## src/rtl/slc3_pkg.sv

```systemverilog
// Shared definitions for the SLC-3 control unit: FSM states, opcodes and
// datapath select encodings (ALUK values are also used by the ALU).
package slc3_pkg;

    typedef enum logic [4:0] {
        S_HALTED,
        S_FETCH1,
        S_FETCH2,
        S_FETCH3,
        S_DECODE,
        S_ADD,
        S_AND,
        S_NOT,
        S_BR,
        S_BR_TAKEN,
        S_JMP,
        S_LDR1,
        S_LDR2,
        S_LDR3,
        S_STR1,
        S_STR2,
        S_STR3,
        S_PAUSE_IR1,
        S_PAUSE_IR2
    } state_t;

    localparam logic [3:0] OP_BR    = 4'b0000;
    localparam logic [3:0] OP_ADD   = 4'b0001;
    localparam logic [3:0] OP_AND   = 4'b0101;
    localparam logic [3:0] OP_LDR   = 4'b0110;
    localparam logic [3:0] OP_STR   = 4'b0111;
    localparam logic [3:0] OP_NOT   = 4'b1001;
    localparam logic [3:0] OP_JMP   = 4'b1100;
    localparam logic [3:0] OP_PAUSE = 4'b1101;

    localparam logic [1:0] ALUK_ADD  = 2'b00;
    localparam logic [1:0] ALUK_AND  = 2'b01;
    localparam logic [1:0] ALUK_NOT  = 2'b10;
    localparam logic [1:0] ALUK_PASS = 2'b11;

    localparam logic [1:0] PCMUX_INC   = 2'b00;
    localparam logic [1:0] PCMUX_BUS   = 2'b01;
    localparam logic [1:0] PCMUX_ADDER = 2'b10;

    localparam logic [1:0] ADDR2_ZERO  = 2'b00;
    localparam logic [1:0] ADDR2_OFF6  = 2'b01;
    localparam logic [1:0] ADDR2_OFF9  = 2'b10;
    localparam logic [1:0] ADDR2_OFF11 = 2'b11;

endpackage

```

## src/rtl/slc3_control.sv

```systemverilog
// SLC-3 control unit: Moore FSM sequencing fetch, decode and execute of
// ADD/AND/NOT/BR/JMP/LDR/STR/PAUSE; every output is decoded from the state.
module slc3_control
    import slc3_pkg::*;
(
    input  logic       Clk,
    input  logic       Reset,
    input  logic       Run,
    input  logic       Continue,
    input  logic [3:0] Opcode,
    input  logic       IR_5,
    input  logic       BEN,
    input  logic       Mem_Ready,
    output logic       LD_MAR,
    output logic       LD_MDR,
    output logic       LD_IR,
    output logic       LD_BEN,
    output logic       LD_CC,
    output logic       LD_REG,
    output logic       LD_PC,
    output logic       GatePC,
    output logic       GateMDR,
    output logic       GateALU,
    output logic       GateMARMUX,
    output logic [1:0] PCMUX,
    output logic       DRMUX,
    output logic       SR1MUX,
    output logic       SR2MUX,
    output logic       ADDR1MUX,
    output logic [1:0] ADDR2MUX,
    output logic [1:0] ALUK,
    output logic       Mem_RD,
    output logic       Mem_WR
);

    state_t state;
    state_t next_state;

    // State register; reset drops to HALTED at once, abandoning any memory cycle
    always_ff @(posedge Clk or negedge Reset) begin
        if (!Reset) begin
            state <= S_HALTED;
        end else begin
            state <= next_state;
        end
    end

    // Next-state decode; memory waits hold until Mem_Ready, pause needs a full press/release
    always_comb begin
        next_state = state;
        case (state)
            S_HALTED:    if (Run) next_state = S_FETCH1;
            S_FETCH1:    next_state = S_FETCH2;
            S_FETCH2:    if (Mem_Ready) next_state = S_FETCH3;
            S_FETCH3:    next_state = S_DECODE;
            S_DECODE: begin
                case (Opcode)
                    OP_ADD:   next_state = S_ADD;
                    OP_AND:   next_state = S_AND;
                    OP_NOT:   next_state = S_NOT;
                    OP_BR:    next_state = S_BR;
                    OP_JMP:   next_state = S_JMP;
                    OP_LDR:   next_state = S_LDR1;
                    OP_STR:   next_state = S_STR1;
                    OP_PAUSE: next_state = S_PAUSE_IR1;
                    default:  next_state = S_FETCH1;
                endcase
            end
            S_ADD:       next_state = S_FETCH1;
            S_AND:       next_state = S_FETCH1;
            S_NOT:       next_state = S_FETCH1;
            S_BR:        next_state = BEN ? S_BR_TAKEN : S_FETCH1;
            S_BR_TAKEN:  next_state = S_FETCH1;
            S_JMP:       next_state = S_FETCH1;
            S_LDR1:      next_state = S_LDR2;
            S_LDR2:      if (Mem_Ready) next_state = S_LDR3;
            S_LDR3:      next_state = S_FETCH1;
            S_STR1:      next_state = S_STR2;
            S_STR2:      next_state = S_STR3;
            S_STR3:      if (Mem_Ready) next_state = S_FETCH1;
            S_PAUSE_IR1: if (Continue) next_state = S_PAUSE_IR2;
            S_PAUSE_IR2: if (!Continue) next_state = S_FETCH1;
            default:     next_state = S_HALTED;
        endcase
    end

    // Output decode; everything idles at zero unless the state drives it
    always_comb begin
        LD_MAR     = 1'b0;
        LD_MDR     = 1'b0;
        LD_IR      = 1'b0;
        LD_BEN     = 1'b0;
        LD_CC      = 1'b0;
        LD_REG     = 1'b0;
        LD_PC      = 1'b0;
        GatePC     = 1'b0;
        GateMDR    = 1'b0;
        GateALU    = 1'b0;
        GateMARMUX = 1'b0;
        PCMUX      = PCMUX_INC;
        DRMUX      = 1'b0;
        SR1MUX     = 1'b0;
        SR2MUX     = 1'b0;
        ADDR1MUX   = 1'b0;
        ADDR2MUX   = ADDR2_ZERO;
        ALUK       = ALUK_ADD;
        Mem_RD     = 1'b0;
        Mem_WR     = 1'b0;
        case (state)
            S_FETCH1: begin
                GatePC = 1'b1;
                LD_MAR = 1'b1;
                LD_PC  = 1'b1;
                PCMUX  = PCMUX_INC;
            end
            S_FETCH2, S_LDR2: begin
                Mem_RD = 1'b1;
                LD_MDR = 1'b1;
            end
            S_FETCH3: begin
                GateMDR = 1'b1;
                LD_IR   = 1'b1;
            end
            S_DECODE: LD_BEN = 1'b1;
            S_ADD, S_AND: begin
                GateALU = 1'b1;
                LD_REG  = 1'b1;
                LD_CC   = 1'b1;
                ALUK    = (state == S_AND) ? ALUK_AND : ALUK_ADD;
                SR2MUX  = IR_5;
            end
            S_NOT: begin
                GateALU = 1'b1;
                LD_REG  = 1'b1;
                LD_CC   = 1'b1;
                ALUK    = ALUK_NOT;
            end
            S_BR_TAKEN: begin
                LD_PC    = 1'b1;
                PCMUX    = PCMUX_ADDER;
                ADDR1MUX = 1'b0;
                ADDR2MUX = ADDR2_OFF9;
            end
            S_JMP: begin
                LD_PC    = 1'b1;
                PCMUX    = PCMUX_ADDER;
                ADDR1MUX = 1'b1;
                ADDR2MUX = ADDR2_ZERO;
            end
            S_LDR1, S_STR1: begin
                GateMARMUX = 1'b1;
                LD_MAR     = 1'b1;
                ADDR1MUX   = 1'b1;
                ADDR2MUX   = ADDR2_OFF6;
            end
            S_LDR3: begin
                GateMDR = 1'b1;
                LD_REG  = 1'b1;
                LD_CC   = 1'b1;
            end
            S_STR2: begin
                GateALU = 1'b1;
                ALUK    = ALUK_PASS;
                SR1MUX  = 1'b1;
                LD_MDR  = 1'b1;
            end
            S_STR3: Mem_WR = 1'b1;
            default: ;
        endcase
    end

endmodule

```

## config.mk

```make
export PLATFORM = sky130hd
export DESIGN_NAME = slc3_control
export DESIGN_NICKNAME = d
export VERILOG_FILES = /design/src/rtl/slc3_pkg.sv /design/src/rtl/slc3_control.sv
export SDC_FILE = /design/constraint.sdc
export NUM_CORES = 1
export LEC_CHECK = 0
export BUFFER_PORTS_ARGS = -buffer_cell sky130_fd_sc_hd__buf_4
export CORE_MARGIN = 2
export CORE_UTILIZATION = 35
export CTS_CLUSTER_DIAMETER = 30
export DETAILED_ROUTE_END_ITERATION = 10
export MAX_ROUTING_LAYER = met4
export SKIP_LAST_GASP = 1
export SYNTH_ARGS = -nofsm -noshare
export SYNTH_HDL_FRONTEND = slang
export SYNTH_SLANG_ARGS = --single-unit
```

## constraint.sdc

```tcl
create_clock -name Clk -period 2.7 [get_ports Clk]
set_clock_uncertainty 0.2 [all_clocks]
set_input_delay 0.135 -clock Clk [delete_from_list [all_inputs] [get_ports Clk]]
set_output_delay 0.135 -clock Clk [all_outputs]
set_load 0.01 [all_outputs]
```

==> summary.md, run 1 <==
| Metric | Value |
|---|---|
| Max Cap Viol | `0` |
| Slew margin rel. | `between 50% and 60%` |
| Yosys warns | `0` |
| Die ar. | `0.00253 mm²` |
| Vias after detailed routing | `~820` |
| R2R cell count | `5` |
| Part of the cycle the worst path needs | `85.9%` |
| Post-CTS resize count | `0` |
| Root buf cell | `clkbuf_4` |
| Top flop regs | `state: 5 flops` |
| F_max | `~0.43 GHz` |
| Drt drc | `0` |
| Fin nets | `141` |
| Path type of the worst setup path | `reg -> out` |
| Required @ worst endpoint | `around 2.4 ns` |
| Endpoints failing setup | `0` |
| Worst flop-to-flop path startpoint | `state[2]$_DFFE_PN0P_` |
| Routability Congestion | `around 0.84` |
| Most flops, register | `state` |
| Max reg flops | `5` |
| CTS tree | `done` |
| Crit path launch | `state[0]$_DFFE_PN0P_` |
| Post-DRT Antenna Nets | `0` |
| RSZ-0062 raised after global routing | `no` |
| Crit path to | `LD_MAR` |
| CP delay by family, top | `flip-flops` |
| Worst Tran Pin Value | `approximately 0.64 ns` |
| Total grt overflow | `0` |
| Worst EP arrival | `slightly below 2 ns` |
| Reg2Reg Capture Point | `state[4]$_DFFE_PN0P_` |
| CTS clk-pin slew, worst paths | `approximately 0.05 ns` |
| Mapped Cells | `slightly above 100` |
| Setup TNS | `0 ns` |
| DR pass1 iterations | `4` |
| Worst-path cell chain | `nand2b_1 > or4_1 > o21ai_0 > buf_4` |
| Pin count of the biggest net entering global routing | `20` |
| WL/cell | `roughly 13 µm` |
| Min-Delay Path Class | `in -> async` |
| Vias in the first global route | `between 700 and 800` |
| Pwr Density | `936 mW/mm²` |
| Worst path bufs/invs | `1` |
| Number of stages on the worst setup path | `4` |
| IO Count | `34` |
| Clock latency on the worst-skew pair | `~0.24 ns` |
| Layout cell share with drive strength beyond 1 | `~33%` |
| Largest stage delay, worst path | `about 0.75 ns` |
| Global-route wire length before repair | `between 3 and 4 mm` |
| Die height | `between 50 and 60 µm` |
| Die X | `50.3 µm` |
| Status | `finished, final reports clean` |
| Layout area overhead | `31.8%` |
| Total Routed Length | `1.97 mm` |
| Via density | `roughly 5.3` |
| Fin. Hold Viols | `0` |
| CP startpoint kind | `register` |
| CTS max path bufs | `2` |
| Register area share after synthesis | `between 10% and 20%` |
| Initial Util | `between 30% and 40%` |
| R2R setup slack | `about 0.42 ns` |
| Post-route cell area | `990 µm²` |
| Port bufs | `31` |
| Setup crit end kind | `primary output` |
| H-tree Lvls | `1` |
| Worst path slowest cell | `dfrtp_1` |
| Most frequent cells in the layout | `buf_4 (31), nand2_1 (12), nor2_1 (10), nor3_1 (8), a21oi_1 (6)` |
| Fill cell count | `200` |
| Synth Register Bits | `5` |
| Crit Path Max Fanout | `19` |
| Num rows | `16` |
| Synthesized cell area | `~750 µm²` |
| Tmin final | `2.32 ns` |
| P_leak | `approximately 0.46 nW` |
| Dpl hpwl | `about 1.5 mm` |
| Antenna diodes | `0` |
| Total GRT Usage | `17.3%` |
| Clock Sinks | `5` |
| Initial DRC Count | `25` |
| Core area | `0.00200 mm²` |
| Initial antenna violation count | `0` |
| Total CTS buffers | `3` |
| Post-DP Area | `around 950 µm²` |
| Fin. max-slew vios | `0` |
| Worst vdd ir | `between 400 and 500 µV` |
| Synth unique cells | `43` |
| Syn avg cell area | `about 7.3 µm²` |
| Commonest non-fill, non-tap cell in the layout | `buf_4` |
==> per-stage QoR <==
step	setup slack, ns	hold slack, ns	utilization, %	total power, W	std cells
after floorplan	0.876	-0.361	-	0.000647	104
after global placement	0.418	-0.262	47.6	0.000844	151
after detailed placement	0.458	-0.262	47.6	0.000839	151
after CTS	0.361	0.0245	49.4	0.000934	156
after global routing	0.193	0.0299	49.4	0.00101	156
final	0.382	0.0378	49.4	0.000926	156
==> kinds of logic after synthesis <==
logic type | synth area share, %
xor+xnor | 4.67
simple gates | 35.0
other cells | 0.500
flops | 16.7
compound gates | 27.8
mux | 4.33
buf+inv | 11.0
==> where the power goes <==
group / internal (W) / switching, W
Combinational: 0.000314 / 0.000302
Clock: 0.0000560 / 0.0000321
Sequential: 0.0000992 / 0.000124
==> Yosys cell counts <==
master	instances	share of area, %
and2b_1	1	1.0
a2bb2oi_1	1	1.2
o21ai_0	4	2.7
nand2b_1	5	4.2
o221ai_2	1	2.0
nor4_1	1	0.83
a21o_1	1	1.0
buf_1	1	0.50
a21oi_1	6	4.0
nor3b_1	1	1.0
or3b_1	1	1.2
a31oi_1	1	0.83
o22ai_1	3	2.5
nor3_1	8	5.3
nand2_1	12	6.0
o211ai_1	1	1.0
clkbuf_1	2	1.0
mux2i_1	1	1.3
inv_1	4	2.0
conb_1	1	0.50
nand3b_1	1	1.0
buf_6	1	1.5
or2_2	2	1.7
xnor2_1	1	1.2
mux2_2	2	3.0
o21a_1	1	1.0
o2111ai_1	1	1.2
o22a_1	2	2.3
dfrtp_1	5	17
o211a_1	1	1.3
a32o_1	2	2.7
nor4_4	1	2.8
nor4bb_1	1	1.3
buf_4	4	4.0
nand2b_4	1	1.8
a2111oi_2	1	2.0
nor2_1	10	5.0
a211oi_1	1	1.0
nor2b_1	1	0.83
a22o_1	1	1.2
xor2_1	3	3.5
or4_1	1	1.0
buf_2	3	2.0
==> final cells by class <==
cell class,instances,area (µm²),area share [%]
timing repair buffer,32,243,24.5
inverter,4,15.0,1.52
sequential,5,125,12.6
clock buffer,4,26.3,2.65
tap,27,33.8,3.41
multi-input combinational,84,547,55.2
==> routing by layer <==
metal  vias up  track usage, %  share of wire, %
met2        23            25.0                48
met1       378            23.3                46
met5         -               -                 0
li1        421               -                 -
met3         0            5.95               5.3
met4         0            4.05                 0
==> worst min-delay path by stage <==
stage | from | endpoint | slack, ns
finish | Reset | state[0]$_DFFE_PN0P_ | 0.04
global route | Reset | state[1]$_DFFE_PN0P_ | 0.03
CTS | Reset | state[0]$_DFFE_PN0P_ | 0.02
detailed placement | Reset | state[4]$_DFFE_PN0P_ | -0.26
global placement | Reset | state[3]$_DFFE_PN0P_ | -0.26
floorplan | Reset | state[0]$_DFFE_PN0P_ | -0.36
==> timing repair <==
item                                   4_1_cts  5_1_grt
hold buffers                                 1        0
endpoints found under the hold margin        5        0
setup buffers                                0        0
Power figures use the tool's default switching activity.
==> run 2: changes to the inputs <==
--- a/config.mk
+++ b/config.mk
@@ -7,7 +7,7 @@
 export LEC_CHECK = 0
 export BUFFER_PORTS_ARGS = -buffer_cell sky130_fd_sc_hd__buf_4
 export CORE_MARGIN = 2
-export CORE_UTILIZATION = 35
+export CORE_UTILIZATION = 25
 export CTS_CLUSTER_DIAMETER = 30
 export DETAILED_ROUTE_END_ITERATION = 10
 export MAX_ROUTING_LAYER = met4
==> constraint.sdc (replaced) <==
create_clock -name Clk -period 1.9 [get_ports Clk]
set_clock_uncertainty 0.2 [all_clocks]
set_input_delay 0.095 -clock Clk [delete_from_list [all_inputs] [get_ports Clk]]
set_output_delay 0.095 -clock Clk [all_outputs]
set_load 0.01 [all_outputs]
==> run 2 against run 1 <==
  * The run now ends with design-rule violations left
  * Die area rose by 37%
  * Clock-buffer cell count did not move
  * Worst hold slack improved by 0.0059 ns
  * Sequential cell count did not move
  * Power rose by 87%
  * Combinational power rose by 130%
  * Core utilization fell by 4.2 points
  * Critical path depth rose by 2
  * Non-clock buffer count rose by 28
  * Final area rose by 28%
  * Routed wire length rose by 21%
  * Sequential share of layout area fell by 2.3 points
  * Largest power group unchanged
==> summary.md, run 2 (synthesis results as in run 1) <==
| Metric | Value |
|---|---|
| Initial Util | `26.8% (was 37.5%)` |
| Fin. max-slew vios | `0 (unchanged)` |
| Root buf cell | `clkbuf_4 (unchanged)` |
| Total Routed Length | `2.38 mm (was 1.97 mm)` |
| Commonest non-fill, non-tap cell in the layout | `buf_4 (unchanged)` |
| Routability Congestion | `0.827 (was 0.844)` |
| Die height | `58.8 µm (was 50.3 µm)` |
| Most flops, register | `state (unchanged)` |
| Met3 Use GR | `1.54% (was 5.95%)` |
| Layout cell share with drive strength beyond 1 | `52.9% (was 32.6%)` |
| Layout area overhead | `69.0% (was 31.8%)` |
| Final worst setup slack | `0.0346 ns (was 0.382 ns)` |
| Via density | `4.96 (was 5.27)` |
| Antenna diodes | `0 (unchanged)` |
| Fin nets | `169 (was 141)` |
| Max Cap Viol | `0 (unchanged)` |
| Required @ worst endpoint | `1.60 ns (was 2.37 ns)` |
| Top flop regs | `state: 5 flops (unchanged)` |
| CTS clk-pin slew, worst paths | `0.05 ns (about the same)` |
| Endpoints failing setup | `0 (unchanged)` |
| Met1 Use GR | `18.2% (was 23.3%)` |
| Post-DRT Antenna Nets | `0 (unchanged)` |
| Total CTS buffers | `3 (unchanged)` |
| RSZ-0062 raised after global routing | `yes (was no)` |
| Pin count of the biggest net entering global routing | `13 (was 20)` |
| P_leak | `0.613 nW (was 0.458 nW)` |
| Path type of the worst setup path | `reg -> out (unchanged)` |
| Placement Setup Slack | `0.0472 ns (was 0.458 ns)` |
| Fin. Hold Viols | `0 (unchanged)` |
| Setup crit end kind | `primary output (unchanged)` |
| IO Count | `34 (unchanged)` |
| Total grt overflow | `0 (unchanged)` |
| Global-route wire length before repair | `3.84 mm (was 3.32 mm)` |
| CTS tree | `done (unchanged)` |
| Pwr Density | `1360 mW/mm² (was 936 mW/mm²)` |
| Drt drc | `3 (was 0)` |
| Post-DP Area | `0.00108 mm² (was 953 µm²)` |
| Status | `complete, but fails checks (was finished, final reports clean)` |
| Worst EP arrival | `1.57 ns (was 1.98 ns)` |
| Vias in the first global route | `843 (was 730)` |
| CTS max path bufs | `2 (unchanged)` |
| Die ar. | `0.00346 mm² (was 0.00253 mm²)` |
| Failing checks | `design-rule violations` |
| Gr busiest metal | `met2 (unchanged)` |
| Initial antenna violation count | `0 (unchanged)` |
| Worst vdd ir | `623 µV (was 475 µV)` |
| Vias after detailed routing | `932 (was 822)` |
| Most frequent cells in the layout | `buf_4 (53), nor2_1 (10), nand2_1 (9), nor3_1 (6), a21oi_1 (6) (was buf_4 (31), nand2_1 (12), nor2_1 (10), nor3_1 (8), a21oi_1 (6))` |
| Num rows | `19 (was 16)` |
| Initial DRC Count | `28 (was 25)` |
| WL/cell | `12.6 µm (about the same)` |
| CP startpoint kind | `register (unchanged)` |
| Part of the cycle the worst path needs | `a little over nine tenths` |
| Die X | `58.8 µm (was 50.3 µm)` |
| Met2 Use GR | `24.3% (was 25.0%)` |
| Tmin final | `between 1.5 and 2 ns` |
| Clock Sinks | `5 (unchanged)` |
| Total GRT Usage | `14.5% (was 17.3%)` |
| Core Util, Final | `45.2% (was 49.4%)` |
| F_max | `approximately 0.54 GHz` |
| Post-route cell area | `0.00127 mm² (was 990 µm²)` |
| Clock latency on the worst-skew pair | `0.24 ns (about the same)` |
| Core area | `0.00281 mm² (was 0.00200 mm²)` |
| Dpl hpwl | `1.76 mm (was 1.49 mm)` |
| Crit Path Max Fanout | `7 (was 19)` |
| H-tree Lvls | `1 (unchanged)` |
| Min-Delay Path Class | `in -> reg (was in -> async)` |
| Port bufs | `31 (unchanged)` |
| DR pass1 iterations | `7 (was 4)` |
| Max reg flops | `5 (unchanged)` |
==> run 2: changes by cell type in the layout (fill, tap and decap cells not counted), moves of 2 or more <==
cell,before,now
buf_4,31,53
buf_6,0,3
dfrtp_1,5,0
dfrtp_2,0,5
dlygate4sd3_1,1,3
nand2_1,12,9
nand2_2,0,2
nor3_1,8,6
nor3_2,0,2
==> run 2: power by group <==
group	switching [W]	total [W]	internal (W)
clock	0.0000438	0.000123	0.0000794
sequential	0.0000611	0.000212	0.000151
combinational	0.000662	0.00139	0.000731
==> run 2: worst paths after layout <==
check / startpoint / endpoint / slack (ns) / cells past startpoint
worst max-delay path: state[2]$_DFFE_PN0P_ / LD_MDR / 0.03 / 6
worst min-delay path: Opcode[0] / state[2]$_DFFE_PN0P_ / 0.04 / 3
worst max register to register: state[4]$_DFFE_PN0P_ / state[0]$_DFFE_PN0P_ / 0.08 / 6
worst min register to register: state[4]$_DFFE_PN0P_ / state[0]$_DFFE_PN0P_ / 0.45 / 2
max in group asynchronous: Reset / state[1]$_DFFE_PN0P_ / 0.71 / 3
min in group asynchronous: Reset / state[2]$_DFFE_PN0P_ / 0.57 / 3
==> run 2: cell type report <==
type | count | area [µm²]
Sequential cell | 5 | 131
Inverter | 4 | 15.0
Clock buffer | 4 | 26.3
Fill cell | 275 | 1540
Tap cell | 31 | 38.8
Timing Repair Buffer | 60 | 467
Multi-Input combinational cell | 84 | 591
==> run 2: critical path, cell delays in order (launching register included) <==
cell	delay, ns
dfrtp_2	0.42
buf_4	0.18
nand2_2	0.08
o22a_1	0.19
nor3_2	0.05
or2_2	0.26
buf_4	0.14
==> run 2: routing by layer <==
layer	up-vias	routed length, µm
li1	474	-
met1	427	1030
met2	29	1220
met3	2	117
met4	0	8
met5	-	0
==> run 2: per-stage QoR <==
step	hold WS, ns	setup TNS (ns)	instances	total power, W
6_report	0.0437	0	188	0.00173
2_1_floorplan	-0.401	0	104	0.000920
3_5_place_dp	-0.300	0	171	0.00137
5_1_grt	0.0567	-0.163	188	0.00187
3_3_place_gp	-0.302	0	171	0.00136
4_1_cts	0.0217	-0.0182	183	0.00160
==> run 2: what timing repair did <==
| action | in CTS | in global routing |
|---|---|---|
| gates resized for setup | 9 | 11 |
| endpoints found under the hold margin | 6 | 0 |
| hold buffers | 3 | 0 |
| buffers inserted | 5 | 6 |
| endpoints found under the setup margin | 7 | 12 |
| pin swaps | 0 | 4 |
